File: src/rtl/vram_arbiter_if.sv
// vram_arbiter_if: video fetch, CPU handshake and RAM port signals of the VRAM arbiter
interface vram_arbiter_if #(
    parameter int AW = 14,
    parameter int DW = 8
);
    logic          vid_rd;
    logic [AW-1:0] vid_addr;
    logic [DW-1:0] vid_data;
    logic          cpu_req;
    logic          cpu_we;
    logic [AW-1:0] cpu_addr;
    logic [DW-1:0] cpu_wdata;
    logic [DW-1:0] cpu_rdata;
    logic          cpu_ack;
    logic          cpu_wait;
    logic          cpu_starve;
    logic [AW-1:0] ram_addr;
    logic [DW-1:0] ram_wdata;
    logic          ram_we;
    logic [DW-1:0] ram_rdata;

    modport slave (
        input  vid_rd, vid_addr, cpu_req, cpu_we, cpu_addr, cpu_wdata, ram_rdata,
        output vid_data, cpu_rdata, cpu_ack, cpu_wait, cpu_starve, ram_addr, ram_wdata, ram_we
    );

    modport master (
        output vid_rd, vid_addr, cpu_req, cpu_we, cpu_addr, cpu_wdata, ram_rdata,
        input  vid_data, cpu_rdata, cpu_ack, cpu_wait, cpu_starve, ram_addr, ram_wdata, ram_we
    );
endinterface

File: src/rtl/vram_arbiter.sv
// vram_arbiter: single-port VRAM arbiter, display fetch has priority, CPU fills idle slots
module vram_arbiter #(
    parameter int AW = 14,
    parameter int DW = 8,
    parameter int MAX_WAIT = 64
) (
    input logic          pixel_clock,
    input logic          reset,
    vram_arbiter_if.slave bus
);
    typedef enum logic [2:0] {IDLE, PEND, ISSUE, CAPT, ACK, HOLD} state_t;

    state_t        state;
    logic          lat_we;
    logic [AW-1:0] lat_addr;
    logic [DW-1:0] lat_wdata;
    logic [7:0]    wait_cnt;
    logic [8:0]    wait_inc;
    logic [1:0]    vid_pipe;

    assign wait_inc = {1'b0, wait_cnt} + 9'd1;

    // CPU is held off from request until its completion pulse
    assign bus.cpu_wait = bus.cpu_req & ~(state == ACK || state == HOLD);

    // display fetch pipeline: strobe at k, RAM data valid at k+1, captured at k+2
    always_ff @(posedge pixel_clock or posedge reset) begin
        if (reset) begin
            vid_pipe     <= '0;
            bus.vid_data <= '0;
        end else begin
            vid_pipe <= {vid_pipe[0], bus.vid_rd};
            if (vid_pipe[1]) bus.vid_data <= bus.ram_rdata;
        end
    end

    // slot scheduler and CPU handshake FSM; a video strobe always owns the next RAM cycle
    always_ff @(posedge pixel_clock or posedge reset) begin
        if (reset) begin
            state          <= IDLE;
            lat_we         <= 1'b0;
            lat_addr       <= '0;
            lat_wdata      <= '0;
            wait_cnt       <= '0;
            bus.ram_addr   <= '0;
            bus.ram_wdata  <= '0;
            bus.ram_we     <= 1'b0;
            bus.cpu_rdata  <= '0;
            bus.cpu_ack    <= 1'b0;
            bus.cpu_starve <= 1'b0;
        end else begin
            bus.ram_we  <= 1'b0;
            bus.cpu_ack <= 1'b0;
            if (bus.vid_rd) bus.ram_addr <= bus.vid_addr;
            case (state)
                IDLE: begin
                    if (bus.cpu_req) begin
                        lat_we    <= bus.cpu_we;
                        lat_addr  <= bus.cpu_addr;
                        lat_wdata <= bus.cpu_wdata;
                        state     <= PEND;
                    end
                end
                PEND: begin
                    if (!bus.vid_rd) begin
                        bus.ram_addr  <= lat_addr;
                        bus.ram_wdata <= lat_wdata;
                        bus.ram_we    <= lat_we;
                        state         <= ISSUE;
                    end else begin
                        wait_cnt <= wait_inc[8] ? 8'hFF : wait_inc[7:0];
                        if (wait_inc >= 9'(MAX_WAIT)) bus.cpu_starve <= 1'b1;
                    end
                end
                ISSUE: begin
                    bus.cpu_ack <= lat_we;
                    state       <= lat_we ? ACK : CAPT;
                end
                CAPT: begin
                    bus.cpu_rdata <= bus.ram_rdata;
                    bus.cpu_ack   <= 1'b1;
                    state         <= ACK;
                end
                ACK: begin
                    wait_cnt <= '0;
                    state    <= HOLD;
                end
                HOLD: begin
                    if (!bus.cpu_req) state <= IDLE;
                end
                default: state <= IDLE;
            endcase
        end
    end
endmodule

File: src/flat_wrapper.sv
// flat-port wrapper written by rule: the top's interface ports become plain ports
module vram_arbiter_flat 
#(
    parameter int AW = 14,
    parameter int DW = 8,
    parameter int MAX_WAIT = 64
)
  (pixel_clock, reset, bus_vid_rd, bus_vid_addr, bus_cpu_req, bus_cpu_we, bus_cpu_addr, bus_cpu_wdata, bus_ram_rdata, bus_vid_data, bus_cpu_rdata, bus_cpu_ack, bus_cpu_wait, bus_cpu_starve, bus_ram_addr, bus_ram_wdata, bus_ram_we);
  vram_arbiter_if #(.AW(AW), .DW(DW)) bus_i ();
  input logic pixel_clock;
  input logic reset;
  input wire logic [$bits(bus_i.vid_rd)-1:0] bus_vid_rd;
  input wire logic [$bits(bus_i.vid_addr)-1:0] bus_vid_addr;
  input wire logic [$bits(bus_i.cpu_req)-1:0] bus_cpu_req;
  input wire logic [$bits(bus_i.cpu_we)-1:0] bus_cpu_we;
  input wire logic [$bits(bus_i.cpu_addr)-1:0] bus_cpu_addr;
  input wire logic [$bits(bus_i.cpu_wdata)-1:0] bus_cpu_wdata;
  input wire logic [$bits(bus_i.ram_rdata)-1:0] bus_ram_rdata;
  output wire logic [$bits(bus_i.vid_data)-1:0] bus_vid_data;
  output wire logic [$bits(bus_i.cpu_rdata)-1:0] bus_cpu_rdata;
  output wire logic [$bits(bus_i.cpu_ack)-1:0] bus_cpu_ack;
  output wire logic [$bits(bus_i.cpu_wait)-1:0] bus_cpu_wait;
  output wire logic [$bits(bus_i.cpu_starve)-1:0] bus_cpu_starve;
  output wire logic [$bits(bus_i.ram_addr)-1:0] bus_ram_addr;
  output wire logic [$bits(bus_i.ram_wdata)-1:0] bus_ram_wdata;
  output wire logic [$bits(bus_i.ram_we)-1:0] bus_ram_we;
  assign bus_i.vid_rd = bus_vid_rd;
  assign bus_i.vid_addr = bus_vid_addr;
  assign bus_i.cpu_req = bus_cpu_req;
  assign bus_i.cpu_we = bus_cpu_we;
  assign bus_i.cpu_addr = bus_cpu_addr;
  assign bus_i.cpu_wdata = bus_cpu_wdata;
  assign bus_i.ram_rdata = bus_ram_rdata;
  assign bus_vid_data = bus_i.vid_data;
  assign bus_cpu_rdata = bus_i.cpu_rdata;
  assign bus_cpu_ack = bus_i.cpu_ack;
  assign bus_cpu_wait = bus_i.cpu_wait;
  assign bus_cpu_starve = bus_i.cpu_starve;
  assign bus_ram_addr = bus_i.ram_addr;
  assign bus_ram_wdata = bus_i.ram_wdata;
  assign bus_ram_we = bus_i.ram_we;
  vram_arbiter #(.AW(AW), .DW(DW), .MAX_WAIT(MAX_WAIT)) u_core (.pixel_clock(pixel_clock), .reset(reset), .bus(bus_i));
endmodule
File: config.mk
export PLATFORM = sky130hd
export DESIGN_NAME = vram_arbiter_flat
export DESIGN_NICKNAME = d
export VERILOG_FILES = /design/src/rtl/vram_arbiter_if.sv /design/src/rtl/vram_arbiter.sv /design/src/flat_wrapper.sv
export SDC_FILE = /design/constraint.sdc
export NUM_CORES = 1
export LEC_CHECK = 0
export BUFFER_PORTS_ARGS = -buffer_cell sky130_fd_sc_hd__buf_4
export CAP_MARGIN = 0
export CORE_MARGIN = 8
export CORE_UTILIZATION = 40
export DETAILED_ROUTE_END_ITERATION = 10
export GPL_TIMING_DRIVEN = 1
export PLACE_DENSITY = 0.62
export SYNTH_ARGS = -nofsm -noshare
export SYNTH_HDL_FRONTEND = slang
export SYNTH_SLANG_ARGS = --single-unit
File: constraint.sdc
create_clock -name pixel_clock -period 2.99 [get_ports pixel_clock]
set_input_delay 0.4485 -clock pixel_clock [delete_from_list [all_inputs] [get_ports pixel_clock]]
set_output_delay 0.4485 -clock pixel_clock [all_outputs]
set_load 0.02 [all_outputs]
Word level (Yosys, flattened, before mapping)
Cells that the tools add are included.
{ "word_totals": {"regBits": 77, "out_inout_bits": 42, "wordCells": 49} }
{ "classes": {"reduce_logical": 8, "n_eq_ne": 9, "bitwise": 3, "muxes": 14, "order_cmp": 1, "addsub": 1} }
{ "op_table": {"columns": ["cell", "count"], "rows": [
  ["$mux W14", 3],
  ["$pmux W3 S6", 1],
  ["$mux W8", 2],
  ["$pmux W8 S2", 1],
  ["$mux W3", 4],
  ["$add A8 B1 Y9 const B", 1],
  ["$ge A9 B7 Y1 const B", 1],
  ["$ne A2 B2 Y1 const B", 4],
  ["$eq A3 B2 Y1 const B", 2],
  ["$eq A3 B3 Y1 const B", 2],
  ["$reduce_and A2 Y1", 3],
  ["$reduce_and A3 Y1", 2],
  ["$eq A3 B1 Y1 const B", 1],
  ["$logic_not A3 Y1", 1],
  ["$mux W1", 2],
  ["$not A1 Y1", 2],
  ["$pmux W1 S2", 1],
  ["$reduce_bool A2 Y1", 1],
  ["$and A1 B1 Y1", 1],
  ["$logic_or A1 B1 Y1", 1]
]} }

Logic depth before layout (Yosys ltp)
Gate-level depths: netlist of the first run.
{ "logic_depth": {"depth_word": 4, "ltp_mapped": 6, "ltp_nobuf": 5} }

Worst setup path after synthesis of the first run
OpenSTA, ideal clock, no wires.
{ "synth_path": {"path_type": "reg2reg", "start": "register u_core.state[1]", "end": "register u_core.bus.ram_wdata[0]", "t_required_ns": 2.865, "setup_ns": 0.125, "arrival_time_ns": 1.433, "period_less_slack_ns": 1.558, "stages_incl_launch_ff": 7, "path_slack_ns": 1.432, "cell_sequence": "dfrtp_1 -> buf_2 -> nor3b_2 -> buf_6 -> nor2b_4 -> buf_12 -> mux2_4"} }
{ "synth_via": {"elab_chain_len": 2} }
{ "synth_lines": {"columns": ["element", "line", "rtl"], "rows": [
  ["from (decl)", "vram_arbiter.sv:13", "state_t state;"],
  ["from (signal assigned)", "vram_arbiter.sv:77", "state <= lat_we ? ACK : CAPT;"],
  ["$eq A3 B1 Y1", "vram_arbiter.sv:55", "case (state)"],
  ["$reduce_and A2 Y1 (no line)", null, null],
  ["to (signal assigned)", "vram_arbiter.sv:67", "bus.ram_wdata <= lat_wdata;"],
  ["to (decl)", "vram_arbiter_if.sv:24", "output vid_data, cpu_rdata, cpu_ack, cpu_wait, cpu_starve, ram_addr, ram_wdata, ram_we"]
]} }
Every way passes these cells.
A chain may end at the register's enable or synchronous reset.

Final worst setup path of the first run
{ "layout_path": {"start": "register u_core.state[2]", "end": "register u_core.wait_cnt[3]"} }
{ "layout_via": {"elab_chain_len": 3} }
{ "layout_lines": {"columns": ["element", "line", "rtl"], "rows": [
  ["$eq A3 B1 Y1 / $eq A3 B3 Y1 (equally long branches)", "vram_arbiter.sv:55", null],
  ["$ne A2 B2 Y1 (no line) / $reduce_bool A2 Y1 (equally long branches)", null, null],
  ["$reduce_and A2 Y1 (no line)", null, null],
  ["to (signal assigned)", "vram_arbiter.sv:71", "wait_cnt <= wait_inc[8] ? 8'hFF : wait_inc[7:0];"],
  ["to (decl)", "vram_arbiter.sv:17", "logic [7:0] wait_cnt;"]
]} }
Several ways; a longest one is shown, not always the timed one.

==> summary.txt, run 1 <==
Timing
  – Fmax: 0.523 GHz
  – Worst Clk Skew: 9.25 ps
  – Total negative setup slack: 0 ps
  – Final setup fails: 0
  – Worst relative slew slack: 0.688
  – Final slew viol count: 0
  – RSZ-0062 raised after global routing: false
  – Worst Max-Slew Pin Slew: 468 ps
  – Worst hold slack: 95.8 ps
  – Tcrit/Tclk final: 0.639
  – Final hold vios: 0
  – Minimum clock period: 1910 ps

Die
  – DIE WIDTH: 106 um
  – Total Die Area: 0.0113 mm2
  – Rows: 33
  – Initial Utilization: 0.406
  – Core box area: 0.00805 mm2
  – Ports: 91
  – Die H: 106 um

Setup path
  – CP arrival: 2130 ps
  – Worst-path maximum fanout: 13
  – R2R Setup Slk: 1080 ps
  – Reg2reg start: u_core.state[2]
  – Startpoint types: flop
  – Reg2reg end: u_core.wait_cnt[3]
  – Worst Path Required: 3210 ps
  – WS Path Type: flop to flop
  – Crit. End Element: flop
  – FF-to-FF path depth: 4

Job
  – Number of max-cap violations: 0

Synth
  – Top-area cell type share of the netlist area: 0.590
  – Seq/Total Area, Yosys: 0.590
  – Gate Count Post-Synth: 241
  – Mapped cell area: 0.00327 mm2
  – Largest area contributor in the netlist: dfrtp_1
  – Flops & latches, synth: 77
  – Syn. warnings: 0
  – Mapped Nets: 292
  – Synth top area cells: dfrtp_1 (59%), mux2_1 (6.9%), mux2_2 (6.6%)
  – Syn avg cell area: 13.6 um2
  – Yosys cell types: 39

Routing
  – Final wirelength: 6.92 mm
  – Routed Antenna Nets: 0
  – Metal3 WL: 491 um
  – Top layer in use: met4
  – Metal-1 WL: 3.05 mm
  – DRC violations left: 0
  – DRT Pass-1 Iters: 4
  – WL/cell: 15.6 um
  – Met2 WL: 3.30 mm
  – Vias per inst: 4.95
  – Iteration-0 DRC Markers: 82
  – Vias: 2194

Cells and area
  – Fill cells: 732
  – Antenna cells: 0
  – Final nets: 384
  – Core Util, Final: 0.526
  – Layout Cells excl Fill: 443
  – Area Overhead vs Synth: 29.7%
  – Fraction of layout instances using a drive strength above 1: 0.423

CTS
  – CTS tree: built
  – CTS H-tree lvls: 3
  – Cts repair resizes: 0
  – Post-CTS Setup Repair Bufs: 0
  – Hold-fix buffers at CTS: 0
  – CTS Buf Count: 9
  – Clk_lat worst skew: 340 ps
  – Reg clk slew, reported paths: 80 ps
  – CTS root buffer: clkbuf_8
  – Maximum root-to-sink buffer count: 2
  – Clock sinks: 77

Placed design
  – Placed Cells incl. Taps: 427
  – Port bufs: 90
  – Gpl congestion: 0.725
  – Detailed placer's ending HPWL: 4.93 mm

Pwr
  – Comb power frac: 0.366
  – Seq pwr share: 0.415
  – Pwr Total: 0.00409 W
  – Peak VDD IR: 0.337 mV
  – Net Switching: 0.00136 W
  – Clock network power share: 0.219
  – Leakage: 1.98 nW
  – Sw frac: 0.332
  – Pwr per Cell Area: 966 mW/mm2
  – Pint: 0.00273 W

GRT
  – Initial antenna violation count: 0
  – Global-route wire length before repair: 11.6 mm
  – GR Util All Layers: 0.128
  – Largest net degree at the start of global routing: 36
  – Vias in the first global route: 2338
  – Total gr overflow: 0

Run status
  – Status: completed

Hold path
  – Min-Delay Path Class: input pin to async pin
[cell families (layout without fill, tap and decap cells)]
logic type | Yosys count | in the layout | synth area share
XOR/XNOR | 1 | 1 | 0.00268
AO/OA/AOI/OAI | 36 | 36 | 0.0667
multiplexers | 61 | 61 | 0.214
flip-flops | 77 | 77 | 0.590
AND/OR/NAND/NOR | 47 | 47 | 0.0816
adder cells (fa/ha/maj) | 2 | 2 | 0.00766
buffers and inverters | 17 | 114 | 0.0372
[per-stage QoR]
| step | setup WS [ps] | area [um2] |
|---|---|---|
| 2_1_floorplan | 575 | 3270 |
| 6_report | 1080 | 4240 |
| 3_3_place_gp | 1060 | 4000 |
| 4_1_cts | 1070 | 4240 |
| 5_1_grt | 873 | 4240 |
| 3_5_place_dp | 953 | 4000 |
[worst max path at each step]
stage / from / to / slack, ps / cells past startpoint
2_1_floorplan: reset / u_core.bus.cpu_ack / 570 / 1
6_report: u_core.state[2] / u_core.wait_cnt[3] / 1080 / 4
3_5_place_dp: bus_vid_rd / u_core.wait_cnt[5] / 950 / 5
4_1_cts: u_core.state[2] / u_core.wait_cnt[5] / 1070 / 4
5_1_grt: u_core.state[2] / u_core.wait_cnt[5] / 870 / 4
3_3_place_gp: bus_vid_rd / u_core.wait_cnt[5] / 1060 / 5
[layout make-up]
type | count | area (um2) | area share
clock buffer | 11 | 151 | 0.0357
clock inverter | 5 | 81.3 | 0.0192
inverter | 4 | 16.3 | 0.00384
multi-input combinational | 147 | 1220 | 0.289
sequential | 77 | 1930 | 0.455
tap | 105 | 131 | 0.0310
timing repair buffer | 94 | 706 | 0.167
[cell usage after synthesis]
cell type,n
nor3_1,2
mux2_4,8
nor2b_1,2
a311o_1,1
mux2_1,20
and2_1,1
nand3_1,3
mux2i_1,14
nor3b_2,1
a21boi_0,1
clkbuf_1,4
buf_12,1
o21ai_0,13
o311ai_0,2
buf_6,5
nand2_1,22
and4_1,1
buf_2,3
a21oi_1,3
nand3b_1,2
a31o_2,1
ha_1,2
nand3b_2,1
mux2_2,19
nand2b_1,2
a32oi_1,1
nand4bb_1,1
nor2_1,5
a21o_1,1
a31oi_1,1
o22ai_1,1
and3_1,2
nor2b_4,1
dfrtp_1,77
nor4b_4,1
o21ai_1,7
o211ai_1,4
xnor2_1,1
inv_1,4
[layout by cell type (no fill, tap or decap), types with 2 or more instances in the layout]
cell,instances
and3_1,2
dfrtp_1,77
o211ai_1,4
nor2_1,5
nand2b_1,2
o21ai_1,7
nor2b_1,2
o21ai_0,13
mux2_1,20
mux2_2,19
clkbuf_8,11
inv_1,3
nand2_1,22
bufinv_16,2
nand3b_1,2
clkinv_2,2
mux2i_1,14
ha_1,2
buf_4,94
o311ai_0,2
a21oi_1,3
nor3_1,2
nand3_1,3
mux2_4,8
[metal layers]
metal	vias to the layer above	track usage
met3	6	0.0544
li1	1035	-
met2	60	0.197
met4	0	0.0513
met1	1093	0.155
met5	-	0
[registers in the layout, summed over array words and instances, names as in the netlist]
signal	count
u_core.lat_wdata	8
u_core.vid_pipe	2
u_core.bus.cpu_starve	1
u_core.state	3
u_core.bus.ram_addr	14
u_core.bus.vid_data	8
u_core.bus.ram_we	1
u_core.bus.ram_wdata	8
u_core.lat_we	1
u_core.bus.cpu_ack	1
u_core.bus.cpu_rdata	8
u_core.lat_addr	14
u_core.wait_cnt	8
[power by group through the flow]
| stage | sequential (W) | combinational (W) | clock, W |
|---|---|---|---|
| after global routing | 0.00175 | 0.00162 | 0.000965 |
| final | 0.00170 | 0.00150 | 0.000896 |
| after CTS | 0.00170 | 0.00153 | 0.000921 |
| after global placement | 0.00171 | 0.00150 | 0 |
| after floorplan | 0.00185 | 0.000903 | 0 |
| after detailed placement | 0.00172 | 0.00153 | 0 |
[worst max-delay path, cell delays in order, from the launching register on]
cell,delay (ps)
dfrtp_1,550
nand4bb_1,550
nor2b_1,280
nand3_1,250
o311ai_0,160
Power figures use the tool's default switching activity.
==> run 2, diff against run 1 <==
- clock period: 2.99 -> 1.9 ns (I/O delays scaled with it)
==> run 2 against run 1 <==
Critical path depth decreased by 1. Core utilization increased by 0.062 points. Hold slack improved by 51 ps. Design area increased by 0.12%. Non-clock buffer count increased by 2. Combinational power increased by 60%. Largest power group unchanged.
==> summary.txt, run 2 (synthesized netlist as in run 1, its figures left out) <==
Run status
  – Status: completed

Job
  – Number of max-cap violations: 0

Pwr
  – Leakage: 1.97 nW
  – Pwr Total: 0.00626 W
  – Pwr per Cell Area: 1480 mW/mm2
  – Peak VDD IR: 0.628 mV

Cells and area
  – Most frequent cells in the layout: buf_4 (93), dfrtp_1 (77), nand2_1 (22), mux2_1 (20), mux2_2 (19)
  – Antenna cells: 0
  – Top flop regs: u_core.bus.ram_addr: 14 flops, u_core.lat_addr: 14 flops
  – Final nets: 386
  – Footprint of the multi-input gates: 0.00122 mm2
  – Fraction of layout instances using a drive strength above 1: 0.424
  – Storage element area: 0.00193 mm2
  – Area Overhead vs Synth: 29.9%
  – Fill cells: 717
  – Core Util, Final: 0.527
  – Commonest non-fill, non-tap cell in the layout: buf_4

Die
  – DIE WIDTH: 106 um
  – Die H: 106 um
  – Initial Utilization: 0.406
  – Core box area: 0.00805 mm2
  – Ports: 91
  – Total Die Area: 0.0113 mm2
  – Rows: 33

Timing
  – RSZ-0062 raised after global routing: false
  – Worst relative slew slack: 0.689
  – Final slew viol count: 0
  – Final setup fails: 0
  – Tcrit/Tclk final: 0.922
  – Worst Clk Skew: 8.22 ps
  – Worst Max-Slew Pin Slew: 466 ps
  – Total negative setup slack: 0 ps
  – Minimum clock period: 1750 ps
  – Fmax: 0.571 GHz
  – Final hold vios: 0

GRT
  – Initial antenna violation count: 0
  – Total gr overflow: 0
  – Largest net degree at the start of global routing: 62
  – Vias in the first global route: 2332
  – Global-route wire length before repair: 11.7 mm
  – GR Util All Layers: 0.128

CTS
  – Reg clk slew, reported paths: 80 ps
  – CTS root buffer: clkbuf_8
  – CTS H-tree lvls: 3
  – Clk_lat worst skew: 340 ps
  – Maximum root-to-sink buffer count: 2
  – CTS Buf Count: 9
  – Post-CTS Setup Repair Bufs: 0
  – Clock sinks: 77
  – CTS tree: built

Routing
  – Vias: 2156
  – Iteration-0 DRC Markers: 61
  – DRC violations left: 0
  – DRT Pass-1 Iters: 4
  – Routed Antenna Nets: 0
  – WL/cell: 15.3 um
  – Vias per inst: 4.84
  – Final wirelength: 6.81 mm

Hold path
  – Min-Delay Path Class: input pin to flop

Placed design
  – Detailed placer's ending HPWL: 4.82 mm
  – Gpl congestion: 0.765
  – Port bufs: 90

Setup path
  – Slowest CP cell: dfrtp_1
  – Max stage delay on crit path: 570 ps
  – CP arrival: 1470 ps
  – R2R Setup Slk: 220 ps
  – Crit. End Element: primary output
  – Startpoint types: flop
  – WS Path Type: flop to primary output
  – Critical-path cell list: inv_1, a21boi_0, buf_4
  – Worst-path maximum fanout: 9
  – Worst Path Required: 1620 ps
[run 2: cell types whose count changed in the layout (fill, tap and decap cells not counted), moves of 2 or more]
cell	change
buf_12	+2
clkinvlp_4	+2
bufinv_16	-2
clkinv_2	-2
[run 2: final timing paths]
path / startpoint / to / depth (start not counted)
min reg2reg: u_core.vid_pipe[0] / u_core.vid_pipe[1] / 0
min: bus_vid_addr[12] / u_core.bus.ram_addr[12] / 3
max reg2reg: u_core.state[0] / u_core.bus.ram_wdata[4] / 3
max: u_core.state[1] / bus_cpu_wait / 3
min in group asynchronous: reset / u_core.bus.vid_data[1] / 3
max in group asynchronous: reset / u_core.vid_pipe[0] / 4
[run 2: through the flow]
stage	instances	setup slack, ps	instance area [um2]	hold WS [ps]
detailed placement	428	230	4040	301
finish	445	149	4240	147
global route	445	16.6	4240	130
CTS	445	109	4240	134
floorplan	241	342	3270	316
global placement	428	266	4040	303
[run 2: layout make-up]
type,count,area share
timing repair buffer,96,0.176
sequential,77,0.454
multi-input combinational,147,0.288
clock inverter,5,0.00973
clock buffer,11,0.0357
tap,105,0.0310
inverter,4,0.00442
[run 2: metal layers]
metal	part of all wire	routed length (um)	vias up	track usage
met4	0.014	97	0	0.0663
met5	0	0	-	0
met2	0.47	3190	54	0.189
li1	-	-	1042	-
met3	0.062	424	6	0.0411
met1	0.46	3100	1054	0.164
[run 2: timing repair]
action | in CTS | in global routing
endpoints found under the hold margin | 16 | 0
hold buffers | 1 | 0
gates resized for setup | 0 | 0
[run 2: worst max-delay path, delay by kind of cell, from the launching register on]
family | cells | cell delay, ps
AOI/OAI and AO/OA | 1 | 220
buffers and inverters | 2 | 340
DFF | 1 | 570
[run 2: power breakdown]
part           internal [W]  leakage (nW)  switching [W]  total [W]
clock              0.000557        0.0926       0.000622    0.00118
sequential          0.00225         0.930       0.000434    0.00268
combinational       0.00127         0.951        0.00113    0.00240
